File: src/rtl/dmem_preload_loader.sv
// Byte-stream to word loader for the RV32I data-memory preload port.
// Holds the core until the requested number of words has been written.
module dmem_preload_loader #(
  parameter int               DPW       = 32,
  parameter int               ADW       = 32,
  parameter logic [ADW-1:0]   BASE_ADDR = '0,
  parameter int               MAX_WORDS = 1024
) (
  input  logic           clk,
  input  logic           srst,
  input  logic           start_i,
  input  logic [15:0]    num_words_i,
  input  logic           byte_valid_i,
  input  logic [7:0]     byte_data_i,
  output logic           byte_ready_o,
  output logic           data_en,
  output logic [ADW-1:0] input_addr,
  output logic [DPW-1:0] input_data,
  output logic           core_hold_o,
  output logic           busy_o,
  output logic           done_o,
  output logic           err_o
);

  localparam int BPW = DPW / 8;
  localparam int CW  = (BPW > 1) ? $clog2(BPW) : 1;

  typedef enum logic [1:0] {
    IDLE,
    COLLECT,
    WRITE,
    DONE
  } state_t;

  state_t         state_q, state_d;
  logic [CW-1:0]  byte_cnt_q, byte_cnt_d;
  logic [15:0]    word_idx_q, word_idx_d;
  logic [15:0]    count_q, count_d;
  logic [DPW-1:0] buf_q, buf_d;
  logic           ready_q, ready_d;
  logic           en_q, en_d;
  logic [ADW-1:0] addr_q, addr_d;
  logic [DPW-1:0] data_q, data_d;
  logic           hold_q, hold_d;
  logic           busy_q, busy_d;
  logic           done_q, done_d;
  logic           err_q, err_d;
  logic           hs;

  always_comb begin
    state_d    = state_q;
    byte_cnt_d = byte_cnt_q;
    word_idx_d = word_idx_q;
    count_d    = count_q;
    buf_d      = buf_q;
    err_d      = 1'b0;
    en_d       = 1'b0;
    addr_d     = '0;
    data_d     = '0;
    hs         = byte_valid_i & ready_q;

    unique case (state_q)
      IDLE, DONE: begin
        if (start_i) begin
          if (int'(num_words_i) > MAX_WORDS) begin
            err_d   = 1'b1;
            state_d = IDLE;
          end else if (num_words_i == 16'd0) begin
            state_d = DONE;
          end else begin
            state_d    = COLLECT;
            count_d    = num_words_i;
            byte_cnt_d = '0;
            word_idx_d = '0;
          end
        end
      end
      COLLECT: begin
        if (hs) begin
          for (int i = 0; i < BPW; i++) begin
            if (byte_cnt_q == CW'(i)) buf_d[8*i +: 8] = byte_data_i;
          end
          // Last lane: launch the write on the very next cycle
          if (byte_cnt_q == CW'(BPW - 1)) begin
            byte_cnt_d = '0;
            state_d    = WRITE;
            en_d       = 1'b1;
            addr_d     = BASE_ADDR + (ADW'(word_idx_q) << 2);
            data_d     = buf_d;
          end else begin
            byte_cnt_d = byte_cnt_q + CW'(1);
          end
        end
      end
      WRITE: begin
        word_idx_d = word_idx_q + 16'd1;
        state_d    = (word_idx_d == count_q) ? DONE : COLLECT;
      end
    endcase

    ready_d = (state_d == COLLECT);
    busy_d  = (state_d == COLLECT) || (state_d == WRITE);
    done_d  = (state_d == DONE);
    hold_d  = (state_d != DONE);
  end

  always_ff @(posedge clk) begin
    if (srst) begin
      state_q    <= IDLE;
      byte_cnt_q <= '0;
      word_idx_q <= '0;
      count_q    <= '0;
      buf_q      <= '0;
      ready_q    <= 1'b0;
      en_q       <= 1'b0;
      addr_q     <= '0;
      data_q     <= '0;
      hold_q     <= 1'b1;
      busy_q     <= 1'b0;
      done_q     <= 1'b0;
      err_q      <= 1'b0;
    end else begin
      state_q    <= state_d;
      byte_cnt_q <= byte_cnt_d;
      word_idx_q <= word_idx_d;
      count_q    <= count_d;
      buf_q      <= buf_d;
      ready_q    <= ready_d;
      en_q       <= en_d;
      addr_q     <= addr_d;
      data_q     <= data_d;
      hold_q     <= hold_d;
      busy_q     <= busy_d;
      done_q     <= done_d;
      err_q      <= err_d;
    end
  end

  assign byte_ready_o = ready_q;
  assign data_en      = en_q;
  assign input_addr   = addr_q;
  assign input_data   = data_q;
  assign core_hold_o  = hold_q;
  assign busy_o       = busy_q;
  assign done_o       = done_q;
  assign err_o        = err_q;

endmodule

File: config.mk
export PLATFORM = sky130hd
export DESIGN_NAME = dmem_preload_loader
export DESIGN_NICKNAME = d
export VERILOG_FILES = /design/src/rtl/dmem_preload_loader.sv
export SDC_FILE = /design/constraint.sdc
export NUM_CORES = 1
export LEC_CHECK = 0
export CORE_UTILIZATION = 35
export DETAILED_ROUTE_END_ITERATION = 7
export MAX_ROUTING_LAYER = met4
export SLEW_MARGIN = 20
export SYNTH_ARGS = -nofsm -noshare
export SYNTH_HDL_FRONTEND = slang
export SYNTH_SLANG_ARGS = --single-unit
export TNS_END_PERCENT = 10
File: constraint.sdc
create_clock -name clk -period 2.4 [get_ports clk]
set_input_delay 0.6 -clock clk [delete_from_list [all_inputs] [get_ports clk]]
set_output_delay 0.6 -clock clk [all_outputs]
set_load 0.1 [all_outputs]
### After elaboration in Yosys (flattened, before gate mapping)

Cells that the tools add are included.

| operators by class | value |
|---|---|
| $add $sub $neg | 2 |
| $lt $le $gt $ge | 1 |
| equal/unequal tests | 15 |
| muxes and demuxes | 23 |
| bitwise operators | 8 |
| reduce and logical (&&, ||, !) cells | 14 |

Operator list:

| kind | count |
|---|---|
| 16-bit 2-to-1 mux | 3 |
| 8-bit 2-to-1 mux | 4 |
| 16-bit case mux with 2 select lines | 1 |
| 2-bit 2-to-1 mux | 11 |
| 16-bit by 1-bit adder with 16-bit output (second input constant) | 1 |
| 16-bit == test | 1 |
| 16-bit by 11-bit greater-than comparator with 1-bit output (second input constant) | 1 |
| 16-bit logical NOT | 1 |
| 2-bit == test (second input constant) | 6 |
| 2-bit != test (second input constant) | 5 |
| 4-bit AND reduction | 2 |
| 1-bit inverter | 7 |
| 2-bit by 1-bit == test with 1-bit output (second input constant) | 3 |
| 2-bit case mux with 3 select lines | 1 |
| 3-bit OR reduction | 2 |
| 5-bit AND reduction | 1 |
| 2-bit logical NOT | 2 |
| 2-bit case mux with 2 select lines | 1 |
| 2-bit nonzero test | 2 |
| 4-bit OR reduction | 1 |
| 2-bit by 1-bit adder with 2-bit output (second input constant) | 1 |
| 1-bit 2-to-1 mux | 2 |
| 2-bit AND reduction | 1 |
| 2-bit OR reduction | 1 |
| other kinds (2) | 2 |

| word-level totals | value |
|---|---|
| register bits | 138 |
| input port bits | 28 |
| output and inout port bits | 70 |

### Longest topological paths before layout

| logic depth | value |
|---|---|
| depth in word-level cells | 7 |
| mapped depth | 11 |
| gate-level depth less buffers | 9 |

### Worst setup path after synthesis

No wires, ideal clock.

| timing | value |
|---|---|
| kind | in2reg |
| start | in num_words_i[0] |
| end | reg busy_q (netlist: busy_o) |
| setup time | 0.127 ns |
| arrival time | 2.384 ns |
| slack | -0.111 ns |
| stages on the path | 7 |
| path buffers | 0 |
| cells stage by stage | or4_1 or3_1 o32ai_1 a21oi_1 o21ai_0 ha_1 nor2b_1 |

| on the way | value |
|---|---|
| cells in the longest elaborated chain, start to end | 7 |
| elaborated cells on any way between the ends | 9 |
| classes of those cells | order compare (1); eq/ne (2); mux (4); reduce/logical (2) |

RTL lines:

| item | line | source |
|---|---|---|
| from (decl) | 12 | `input logic [15:0] num_words_i,` |
| branches (longest 2 deep; another with 16-bit by 11-bit greater-than comparator with 1-bit output) | n/a |  |
| 2-bit 2-to-1 mux (*) | 65 | `if (int'(num_words_i) > MAX_WORDS) begin` |
| 2-bit 2-to-1 mux (*) | 64 | `if (start_i) begin` |
| 2-bit case mux with 3 select lines (*) | 62 | `unique case (state_q)` |
| 2-bit by 1-bit == test with 1-bit output or 2-bit == test (tied branches) | 102 | `busy_d = (state_d == COLLECT) \|\| (state_d == WRITE);` |
| 1-bit logical OR (*) | 102 |  |
| named net busy_d | 45 | `logic busy_q, busy_d;` |
| to (signal assigned) | 133 | `busy_q <= busy_d;` |
| to (decl) | 45 |  |

Mark *: on every way through the listed nets, which the timed path passes.
A chain may end at the register's enable or synchronous reset.

### Worst setup path in the final report

| timing | value |
|---|---|
| start | in num_words_i[0] |
| end | reg word_idx_q[12] |

| on the way | value |
|---|---|
| cells in the longest elaborated chain, start to end | 3 |
| elaborated cells on any way between the ends | 5 |
| classes of those cells | order compare (1); eq/ne (2); reduce/logical (2) |

RTL lines:

| item | line | source |
|---|---|---|
| 16-bit by 11-bit greater-than comparator with 1-bit output or 16-bit logical NOT (tied branches) | 65, 68 |  |
| 2-bit != test (no line) | n/a |  |
| 4-bit AND reduction (no line) (*) | n/a |  |
| to (signal assigned) | 125 | `word_idx_q <= word_idx_d;` |
| to (decl) | 37 | `logic [15:0] word_idx_q, word_idx_d;` |

Mark *: on every way between the ends. The rest lies on a longest branch, timed or not.

==> results.toml <==
[power_and_ir_drop]
p_seq_share_pct = 41.1
sw_frac_of_total_pct = 24.0
switchingPower_w = 0.00111
powerDensity_mw_per_mm2 = 681
ir_drop_v = 0.000505
internal_power_w = 0.00350
p_leak_nw = 2.82
power_frac_comb_pct = 5.5
power_frac_clock_pct = 53.4

[critical_path]
crit_fanout = 7
r2r_cells = 10
cp.required_ns = 2.73
r2r_end = "busy_o$_SDFF_PP0_"
end_kind = "register"
start_kind = "primary input"
worstPathArrival_ns = 2.68
regToRegSetupSlack_ns = 0.05
worstReg2RegStart = "word_idx_q[2]$_SDFFE_PP0P_"
crit_type = "primary input to register"
cp-startpoint = "num_words_i[0]"

[clock_tree]
clk_path_buf_depth = 2
cts_htree_levels = 4
clk_latency_ns = 0.42
cts_tree = "yes"
numCtsBuffers = 17
clk_pin_slew_ns = 0.06
clock_sinks = 114
cts-root-buf = "clkbuf_16"
hold_buffers = 0

[yosys]
synth_warnings = 0
synth-compound-area-share_pct = 12.4
synthDistinctLibCells = 63
synth_ff_type = "dfxtp_1"
synth-edff-count = 0
synthCells = 533
synthDominantCellAreaShare_pct = 46.2
ys_seq_area_share_pct = 46.2
synth_top_family_by_area = "simple AND/OR/NAND/NOR gates"
ys_ff_latch = 114
async_reset_ff_share_pct = 0
synthSimpleGateAreaFrac_pct = 21.4
synth_top_area_cell = "dfxtp_1"
synth.most_common_cell = "dfxtp_1"
synth_area_leaders = "dfxtp_1 (46%), mux2i_1 (7.3%), nand2_1 (4.9%)"
synth_xor_xnor_area_share_pct = 3.55
synthAdderAreaFrac_pct = 2.53
syn_area_sq_mm = 0.00494
synth_mux_area_share_pct = 7.29
avgSynthCellArea_sq_um = 9.27
yosys-top-cells-count = "dfxtp_1 (114), nand2_1 (64), nor2_1 (50), mux2i_1 (36)"

[grt]
grt_use_total_pct = 17.2
antenna_found_initial = 0
grt_max_degree = 52
overflow = 0
grt_pass1_vias = 3808
grt_first_pass_wirelength_um = 18500

[die]
die_w_um = 121
rows = 43
io_pins = 98
core_region_area_sq_mm = 0.0138
die_area_sq_mm = 0.0146
initial_core_util_pct = 35.7
dieHeight_um = 121

[timing]
finalHoldViolCount = 0
drv_slew = 0
fmax_mhz = 425
finalCriticalPeriod_ns = 2.35
rsz0062_at_grt = "true"
finalClockSkew_ns = 0.0107
setup_tns_ns = 0
max_slew_margin_pct = 64.8
worst_pin_slew_ns = 0.528
fin_crit_sh_pct = 98.0
setup_violations = 0
holdWs_ns = 0.454

[route]
antenna_left = 0
drc = 2
via_count = 4015
wl_met1_um = 5330
wl_met3_um = 686
drt_iter0_markers = 206
wl_per_cell_um = 13.6
viasPerCell = 4.69
wirelength_um = 11700
routed-wl-met2_um = 5540
routed.top_layer = "met4"
first_pass_iters = 6

[hold_path]
min_path_type = "register to register"
whs_endpoint = "buf_q[22]$_SDFFE_PP0P_"
worstHoldPathCells = 2
min_from = "buf_q[22]$_SDFFE_PP0P_"

[final_layout]
drive_gt1_share_pct = 29.1
fin_util_pct = 49.0
area_growth_pct = 37.0
num-fill-cells = 1291
final_cell_count_no_fill = 856
antenna_cells = 0
finalNetCount = 701

[placement]
io_buffers = 81
dp.cells = 821
routabilityCongestion = 0.819
dp_hpwl_um = 8180

[run_status]
status = "complete, but fails checks"
violations = "design-rule violations"

[flow_run]
drv_cap = 0
-- sequential cells by signal, indices dropped and copies added, names as in the netlist --
register      count
word_idx_q       16
byte_ready_o      1
input_data       32
data_en           1
done_o            1
byte_cnt_q        2
err_o             1
core_hold_o       1
buf_q            24
count_q          16
state_q           2
busy_o            1
input_addr       16
-- placed cells by master, fill, tap and decap left out, types with 3 or more instances in the layout --
cell               n
inv_6              5
a31oi_1            4
nor2b_1           11
nor2_1            50
or4_4              3
and2_2             5
conb_1            16
and2_1            31
a21oi_1           30
clkdlybuf4s50_1   19
dlygate4sd2_1      7
nand4_1            7
dfxtp_1          110
o31ai_1           11
xor2_1             6
o41ai_1            3
nor3_1             5
inv_1              8
mux2i_1           36
nand3_1            7
nand2_1           62
xnor2_1           13
clkbuf_16         17
clkinvlp_4         3
dfxtp_2            4
buf_4            113
nand2b_1           4
ha_1               9
o21ai_1            7
o21ai_2           10
-- worst max-delay path by stage --
stage          cells after the start  slack [ns]                           to
2_1_floorplan                      7       -0.03            busy_o$_SDFF_PP0_
3_3_place_gp                       8       -0.57            busy_o$_SDFF_PP0_
3_5_place_dp                       8       -0.62            busy_o$_SDFF_PP0_
4_1_cts                            9        0.01            busy_o$_SDFF_PP0_
5_1_grt                            8       -0.04            busy_o$_SDFF_PP0_
6_report                           7        0.05  word_idx_q[12]$_SDFFE_PP0P_
-- final cells by class --
| type | instances | area, sq um | share of cell area [%] |
|---|---|---|---|
| sequential | 114 | 2290 | 33.8 |
| timing repair buffer | 143 | 1150 | 17.0 |
| inverter | 8 | 30.0 | 0.444 |
| multi-input combinational | 379 | 2500 | 36.9 |
| clock buffer | 18 | 429 | 6.34 |
| tap | 180 | 225 | 3.33 |
| clock inverter | 14 | 154 | 2.27 |
-- per-layer routing --
layer | vias up | GRT usage [%]
li1 | 2046 | -
met2 | 136 | 26.9
met4 | 0 | 6.94
met1 | 1816 | 20.1
met5 | - | -
met3 | 17 | 5.94
-- critical path, stage by stage --
cell and delay (ns):
clkdlybuf4s50_1 0.42, or4_4 0.44, or4_4 0.53, a31oi_4 0.21, and2b_4 0.29, o21ai_1 0.11, o31ai_1 0.07
-- repair_timing --
item / CTS / global route
endpoints found under the hold margin: 0 / 0
cloned: 1 / 0
setup buffers: 1 / 1
resized for setup: 18 / 16
endpoints found under the setup margin: 31 / 6
pin swaps: 8 / 8
-- stage by stage --
step	total power (W)	instance area (sq um)	setup WS [ns]
global route	0.00477	6770	-0.0417
CTS	0.00466	6710	0.0124
global placement	0.00219	6060	-0.570
finish	0.00461	6770	0.0484
detailed placement	0.00219	6060	-0.624
floorplan	0.00212	5000	-0.0331
-- power groups by stage --
stage	clock network, W	registers, W	logic (W)
global route	0.00261	0.00190	0.000265
global placement	0	0.00194	0.000250
detailed placement	0	0.00194	0.000252
floorplan	0	0.00194	0.000172
finish	0.00246	0.00190	0.000252
CTS	0.00251	0.00190	0.000254
-- cells by family (layout without fill, tap and decap cells) --
kind of cell | after synthesis | in the layout
buffers and inverters | 56 | 183
multiplexers | 36 | 36
flip-flops | 114 | 114
AO/OA/AOI/OAI | 87 | 87
adder cells (fa/ha/maj) | 10 | 10
XOR/XNOR | 20 | 20
AND/OR/NAND/NOR | 209 | 210
other | 1 | 16
Power figures use the tool's default switching activity.
